### config.mk
export PLATFORM = sky130hd
export DESIGN_NAME = uart_tx_arbiter
export DESIGN_NICKNAME = d
export VERILOG_FILES = /design/src/rtl/uart_pkg.sv /design/src/rtl/uart_tx_arbiter_rr_prio_sel.sv /design/src/rtl/uart_tx_arbiter.sv
export SDC_FILE = /design/constraint.sdc
export NUM_CORES = 1
export LEC_CHECK = 0
export CAP_MARGIN = 25
export CORE_UTILIZATION = 30
export CTS_CLUSTER_SIZE = 10
export DETAILED_ROUTE_END_ITERATION = 10
export PLACE_DENSITY = 0.68
export SLEW_MARGIN = 20
export SYNTH_ARGS = -nofsm -noshare
export SYNTH_HDL_FRONTEND = slang
export SYNTH_SLANG_ARGS = --single-unit
export TNS_END_PERCENT = 1
### constraint.sdc
create_clock -name clk1 -period 1.58 [get_ports clk1]
set_clock_uncertainty 0.1 [all_clocks]
set_input_delay 0.316 -clock clk1 [delete_from_list [all_inputs] [get_ports clk1]]
set_output_delay 0.316 -clock clk1 [all_outputs]
set_load 0.005 [all_outputs]
### src/rtl/uart_pkg.sv
// Shared definitions for the UART transmit-side blocks: arbiter state encoding
// and the UART data width.
package uart_pkg;

  localparam int UART_DATA_W = 8;

  typedef enum logic [1:0] {
    IDLE      = 2'd0,
    LAUNCH    = 2'd1,
    WAIT_DONE = 2'd2,
    GAP       = 2'd3
  } arb_state_e;

endpackage

### src/rtl/uart_tx_arbiter_rr_prio_sel.sv
// Combinational round-robin selector: returns the first asserted request at or
// after ptr, wrapping modulo N. Reusable for any shared resource.
module rr_prio_sel #(
  parameter int N     = 4,
  parameter int IDX_W = (N > 1) ? $clog2(N) : 1
) (
  input  logic [N-1:0]     req,
  input  logic [IDX_W-1:0] ptr,
  output logic             valid,
  output logic [IDX_W-1:0] idx
);

  int pos;

  // Walk from farthest to nearest so the requester closest to ptr wins last.
  always_comb begin
    // NOTE: every combinational output gets a default first so no path leaves it unassigned (no latch).
    valid = 1'b0;
    idx   = '0;
    pos   = 0;
    for (int k = N - 1; k >= 0; k--) begin
      pos = int'(ptr) + k;
      if (pos >= N) pos = pos - N;
      if (req[pos]) begin
        valid = 1'b1;
        idx   = IDX_W'(pos);
      end
    end
  end

endmodule

### src/rtl/uart_tx_arbiter.sv
// Round-robin arbiter sharing one UART transmitter between N_REQ byte producers.
// Optional tx_done watchdog enabled by defining UART_ARB_TIMEOUT_EN.
module uart_tx_arbiter
  import uart_pkg::*;
#(
  parameter int N_REQ          = 4,
  parameter int GAP_CYCLES     = 2,
  parameter int TIMEOUT_CYCLES = 4096
) (
  input  logic                           clk1,
  input  logic                           rst,
  input  logic [N_REQ-1:0]               req,
  input  logic [UART_DATA_W*N_REQ-1:0]   req_data,
  output logic [N_REQ-1:0]               ack,
  output logic [UART_DATA_W-1:0]         tx_data,
  output logic                           tx_data_valid,
  input  logic                           tx_done,
  output logic [$clog2(N_REQ)-1:0]       grant_id,
  output logic                           busy,
  output logic                           timeout_err
);

  localparam int IDX_W = $clog2(N_REQ);
  localparam int GAP_W = (GAP_CYCLES > 1) ? $clog2(GAP_CYCLES) : 1;
  localparam logic [GAP_W-1:0] GAP_LAST = GAP_W'((GAP_CYCLES > 0) ? GAP_CYCLES - 1 : 0);
  localparam logic [IDX_W-1:0] IDX_LAST = IDX_W'(N_REQ - 1);

  arb_state_e        state_q, state_d;
  logic [IDX_W-1:0]  ptr_q;
  logic [GAP_W-1:0]  gap_cnt;
  logic              sel_valid;
  logic [IDX_W-1:0]  sel_idx;
  logic              wd_expired;
  logic              frame_end;

  rr_prio_sel #(.N(N_REQ), .IDX_W(IDX_W)) u_sel (
    .req   (req),
    .ptr   (ptr_q),
    .valid (sel_valid),
    .idx   (sel_idx)
  );

`ifdef UART_ARB_TIMEOUT_EN
  localparam int WD_W = (TIMEOUT_CYCLES > 1) ? $clog2(TIMEOUT_CYCLES) : 1;
  localparam logic [WD_W-1:0] WD_LAST = WD_W'(TIMEOUT_CYCLES - 1);
  logic [WD_W-1:0] wd_cnt;

  always_ff @(posedge clk1) begin
    if (rst || state_q != WAIT_DONE) wd_cnt <= '0;
    else                             wd_cnt <= wd_cnt + 1'b1;
  end

  // tx_done arriving on the expiry cycle wins over the timeout.
  assign wd_expired = (state_q == WAIT_DONE) && !tx_done && (wd_cnt == WD_LAST);
`else
  // Watchdog compiled out: never expires.
  assign wd_expired = (TIMEOUT_CYCLES < 0);
`endif

  assign frame_end = (state_q == WAIT_DONE) && (tx_done || wd_expired);

  always_ff @(posedge clk1) begin
    if (rst) state_q <= IDLE;
    else     state_q <= state_d;
  end

  // A fresh arbitration waits until the ack pulse has gone, so the acked
  // requester's still-high req is never mistaken for a new request.
  always_comb begin
    state_d       = state_q;
    tx_data_valid = (state_q == LAUNCH);
    busy          = (state_q != IDLE);
    case (state_q)
      IDLE:      if (sel_valid && (ack == '0)) state_d = LAUNCH;
      LAUNCH:    state_d = WAIT_DONE;
      WAIT_DONE: if (frame_end) state_d = (GAP_CYCLES == 0) ? IDLE : GAP;
      GAP:       if (gap_cnt == GAP_LAST) state_d = IDLE;
      default:   state_d = IDLE;
    endcase
  end

  always_ff @(posedge clk1) begin
    if (rst) begin
      ptr_q       <= '0;
      tx_data     <= '0;
      grant_id    <= '0;
      ack         <= '0;
      gap_cnt     <= '0;
      timeout_err <= 1'b0;
    end else begin
      // NOTE: sequential state uses non-blocking assignments so every register sees pre-edge values.
      ack         <= '0;
      timeout_err <= wd_expired;
      gap_cnt     <= (state_q == GAP) ? gap_cnt + 1'b1 : '0;
      if (state_q == IDLE && state_d == LAUNCH) begin
        tx_data  <= req_data[sel_idx*UART_DATA_W +: UART_DATA_W];
        grant_id <= sel_idx;
      end
      if (state_q == WAIT_DONE && tx_done)
        ack <= {{(N_REQ-1){1'b0}}, 1'b1} << grant_id;
      if (frame_end)
        ptr_q <= (grant_id == IDX_LAST) ? '0 : grant_id + 1'b1;
    end
  end

endmodule

Word level (Yosys, flattened, before mapping)
Index checks and enable logic that the tools add are counted.
Widths: inputs -> output; s select.
- $add $sub $neg: 9
- multipliers: 0
- div/mod/pow operators: 0
- $lt $le $gt $ge: 8
- equality and inequality tests: 5
- shift operators: 2
- muxes and demuxes: 29
- bitwise logic cells: 2
- reductions and logical operators: 8
- operators with widths (kind ; count):
    $lt 32x4->1 const B ; 4
    $mux 32 ; 4
    $ge 32x4->1 const B ; 3
    $sub 32x4->32 const B ; 3
    $shiftx 32x6->8 ; 1
    $mux 2 ; 8
    $mux 1 ; 12
    $bmux 1 s2 ; 4
    $pmux 2 s4 ; 1
    $add 2x2->3 const B ; 2
    $eq 2x2->1 const B ; 3
    $eq 2x1->1 const B ; 2
    $logic_not 4->1 ; 1
    $reduce_or 2->1 ; 2
    $shl 1x2->4 const A ; 1
    $sub 2x3->4 const B ; 1
    $add 2x1->3 const B ; 1
    $ge 2x3->1 const B ; 1
    $logic_and 1x1->1 ; 3
    $add 2x1->2 const B ; 1
    $logic_not 2->1 ; 1
    $not 1->1 ; 2
    $reduce_bool 2->1 ; 1
    $add 1x1->1 const B ; 1
- register bits after elaboration: 19
- bits in latches: 0
- memory bits (writable): 0
- ROM bits: 0
- bits of input ports: 39
- output and inout port bits: 17
- word-level logic and storage cells: 69
- memories: 0

Longest topological paths before layout
- depth after elaboration: 15
- gate-level depth with buffers: 7
- mapped depth without buffers: 5

Hierarchy
From an unflattened synthesis, not the netlist that was laid out.
- cells, all modules: 109
- area, all modules: 1073.5 um^2
- modules (own cells, without submodules) (module ; times used ; cells an instance ; area an instance (um^2) ; sequential area each (um^2)):
    uart_tx_arbiter ; 1 ; 96 ; 996.0 ; 380.4
    rr_prio_sel ; 1 ; 13 ; 77.6 ; 0.0

Worst setup path before layout
OpenSTA, ideal clock, no wires.
- path kind: reg-to-reg
- start: register ptr_q[0]
- end: register tx_data[0]
- library setup time: 128 ps
- arrival time: 1297 ps
- data required time: 1352 ps
- setup slack: 55 ps
- stages on the path, launching flop included: 8
- path buffers: 2
- period minus slack after synthesis: 1525 ps
- cell sequence: dfxtp_1 inv_1 a21oi_1 a2bb2oi_1 buf_4 buf_8 mux2i_1 o221ai_2
- longest elaborated chain between the ends: 15
- elaborated cells between the ends (all ways): 41
- those cells by class: add/sub: 7; order compare: 4; eq/ne: 1; shift: 1; mux: 26; reduce/logical: 2
- RTL lines (what ; RTL line ; text):
    from (decl) ; uart_tx_arbiter.sv:29 ; logic [IDX_W-1:0] ptr_q;
    from (signal assigned) ; uart_tx_arbiter.sv:102 ; ptr_q <= (grant_id == IDX_LAST) ? '0 : grant_id + 1'b1;
    $add 2x2->3 ; uart_tx_arbiter_rr_prio_sel.sv:22 ; pos = int'(ptr) + k;
    $sub 32x4->32 or $ge 32x4->1 (tied branches) ; uart_tx_arbiter_rr_prio_sel.sv:23 ; if (pos >= N) pos = pos - N;
    $mux 32 ; uart_tx_arbiter_rr_prio_sel.sv:23 ;
    $bmux 1 s2 ; uart_tx_arbiter_rr_prio_sel.sv:24 ; if (req[pos]) begin
    $mux 1 (not written as such) (2 in a row) ; uart_tx_arbiter_rr_prio_sel.sv:24 ;
    $mux 1 (4 in a row) ; uart_tx_arbiter_rr_prio_sel.sv:24 ;
    $logic_and 1x1->1 ; uart_tx_arbiter.sv:74 ; IDLE: if (sel_valid && (ack == '0)) state_d = LAUNCH;
    $mux 2 ; uart_tx_arbiter.sv:74 ;
    $pmux 2 s4 ; uart_tx_arbiter.sv:73 ; case (state_q)
    $eq 2x1->1 ; uart_tx_arbiter.sv:95 ; if (state_q == IDLE && state_d == LAUNCH) begin
    $logic_and 1x1->1 ; uart_tx_arbiter.sv:95 ;
    to (signal assigned) ; uart_tx_arbiter.sv:96 ; tx_data <= req_data[sel_idx*UART_DATA_W +: UART_DATA_W];
    to (decl) ; uart_tx_arbiter.sv:15 ; output logic [UART_DATA_W-1:0] tx_data,
Several ways; a longest one is shown, not always the timed one. The select of a mux whose other input is x is not followed.
A chain may end at the register's enable or synchronous reset.

Worst setup path after layout
- start: register ptr_q[0]
- end: register tx_data[4]
Same word-level chain as after synthesis.

==> run metrics <==
Initial Util=31.4%; htree depth=1; violations in the final reports=setup timing; Clk pwr share=16.7%; Post-route DRC=0; combinational power share=43.3%; largest area contributor in the netlist=dfxtp_1; HPWL Detailed=2380 microns; Clk Latency, worst-skew pair=between 200 and 300 ps; Critical path origin=ptr_q[0]; Sw Ratio=a little under a third; Period minus WS final=roughly 1600 ps; number of library cell types mapped by synthesis=27; layout net count=approximately 210; initial antenna violation count=0; pwr/cell area=about 780 nW/um^2; Final Max Slew Viols=0; hold_ws=around 340 ps; placed cells=roughly 210; maximum clock rate=0.631 GHz; cell row count=21; most instantiated cells after synthesis=mux2i_1, dfxtp_1, nand3b_1, nor2_1, o221ai_2; crit path kind=flip-flop to flip-flop; via count=1056; Finished Layout Cells=approximately 220; ratio of cells with drive above 1 in the final layout=40.0%; root buffer cell=clkbuf_4; final setup margin=-4.85 ps; drt wl/cell=14.6 microns; class of the worst hold path=flip-flop to flip-flop; fin util=57.1%; sequential-to-total area share from yosys stat=36.0%; detailed-router iteration count before antenna repair=4; Num CTS Buffers=3; critical path arrival=between 1500 and 2000 ps; startpoint types=flip-flop; final worst-path cycle share=100%; crit path cell chain=inv_1 > a21oi_2 > a2bb2oi_2 > buf_6 > mux2i_4 > o221ai_2; Largest stage delay, worst path=about 360 ps; CTS tree=done; n_diodes=0; status=complete, but fails checks; Reg clk slew, reported paths=120 ps; FFs w/ async S/R, synth=0%; Synth area leaders=dfxtp_1, mux2i_1, o221ai_2; Power Internal=0.00103 W; maxcap violations=0; RR Endpoint=tx_data[4]; highest-delay cell along the critical path=dfxtp_2; vias in the first global route=between 900 and 1000; final hold violation count=0; Die Area=3760 sq um; grt total ovfl=0; Max VDD drop=a little over 400 uV; CORE AREA=3360 sq um; CP max FO=8; EDFF count, synth=0; count of state elements after synthesis=19; synthesis-to-finish area growth=81.9%; Worst setup EP type=flip-flop; NetSw=roughly 0.00047 W; Setup violations, final=3; total track usage=16.4%; reg2reg start=ptr_q[0]; dominant synthesized flop cell=dfxtp_1; Synth top area share=36.0%; FILL cells=306; most frequent cell after synthesis=mux2i_1; WP data required=1670 ps; sequential power share=40.0%; Synth Cell Area=about 1100 sq um; R2R setup slack=-5 ps; DRT antenna net count=0; # IOs=56; largest net degree at the start of global routing=12; reg2reg path depth=6; number of DRC markers in iteration 0=18; Vias/cell=4.89; cell count after synthesis=between 100 and 150; Critical Path Sink=tx_data[4]; Yosys Warn Count=0; CTS max path bufs=2; RSZ-0062 raised after global routing=yes; IO Port Bufs=54; syn_nets=between 100 and 150; P_leak=slightly above 0.9 nW; first-pass GRT wire length=4530 microns; Die Width=between 60 and 70 microns; drt total wl=3150 microns; Sink Count=19; syn_area_per_cell=a little over 10 sq um; Die Ht=roughly 60 microns; Final Wtd Congestion=0.781
## cell usage in the layout, fill, tap and decap left out, drive strengths merged
cell           synthesis  final
clkbuf                 1      4
clkdlybuf4s50          0     36
nand2                  5      5
mux2i                 20     20
a21oi                  5      5
o221ai                 8      8
nand3b                10     10
nand3                  1      1
nor3b                  1      1
or2                    1      1
clkinv                 0      1
dfxtp                 19     19
nor2b                  1      1
and3                   2      2
dlymetal6s2s           0     15
nor3                   4      4
nor2                  10     10
buf                    5     18
nor4                   2      2
nand2b                 1      1
inv                    2      2
ha                     1      1
or4                    1      1
conb                   1      1
a2bb2oi                1      1
## power by group through the flow
stage	logic, W	clock network [W]	registers [W]
2_1_floorplan	0.000280	0	0.000598
3_3_place_gp	0.000572	0	0.000594
3_5_place_dp	0.000586	0	0.000593
4_1_cts	0.000595	0.000254	0.000598
5_1_grt	0.000696	0.000276	0.000610
6_report	0.000649	0.000249	0.000599
## how the worst min path moves through the flow
stage          cells past startpoint     from       to
2_1_floorplan                      1  gap_cnt  gap_cnt
3_3_place_gp                       1  gap_cnt  gap_cnt
3_5_place_dp                       1  gap_cnt  gap_cnt
4_1_cts                            1  gap_cnt  gap_cnt
5_1_grt                            1  gap_cnt  gap_cnt
6_report                           1  gap_cnt  gap_cnt
## kinds of logic (layout without fill, tap and decap cells)
family                   after synthesis  in the layout  synth area share (%)
flip-flops                            19             19                  36.0
multiplexers                          20             20                  19.0
buffers and inverters                  8             76                  6.04
AO/OA/AOI/OAI                         14             14                  14.6
adder cells (fa/ha/maj)                1              1                  1.18
AND/OR/NAND/NOR                       39             39                  22.9
other                                  1              1                 0.355
## through the flow
stage | TNS (ps) | worst slack, ps | power, W | area [sq um]
finish | -10.9 | -4.85 | 0.00150 | 1920
floorplan | 0 | 54.8 | 0.000878 | 1060
global route | -685 | -109 | 0.00158 | 1920
global placement | -4820 | -459 | 0.00117 | 1720
CTS | -1590 | -165 | 0.00145 | 1770
detailed placement | -5460 | -527 | 0.00118 | 1720
## layer usage
metal	wire [microns]	up-vias	track usage (%)
met5	0	-	0
met4	9	0	3.81
met3	141	2	2.10
met2	1760	28	31.2
met1	1240	512	19.3
li1	-	514	-
## state kept, by name, summed over array words and instances, names as in the netlist
register / cells
state_q: 2
grant_id: 2
gap_cnt: 1
ack: 4
ptr_q: 2
tx_data: 8
## layout make-up
class / count / area (sq um) / share of cell area, %
clock buffers: 3 / 22.5 / 1.17
inverters: 2 / 7.51 / 0.391
multi-input cells: 75 / 726 / 37.8
well taps: 46 / 57.6 / 3.00
flip-flops and latches: 19 / 403 / 21.0
clock inverters: 1 / 5.00 / 0.261
repair buffers: 70 / 699 / 36.4
## worst max-delay path, delay by kind of cell, from the launching register on
kind	cells	cell delay, ps
flops	1	360
compound gates	3	480
buf+inv	2	280
mux	1	260
## what timing repair did
action	CTS	global route
gates resized for setup	19	42
hold buffers	0	0
pin swaps	1	3
setup buffers	0	1
endpoints found under the hold margin	0	0
endpoints found under the setup margin	23	25
No activity file was read; power rests on OpenSTA's default activity.
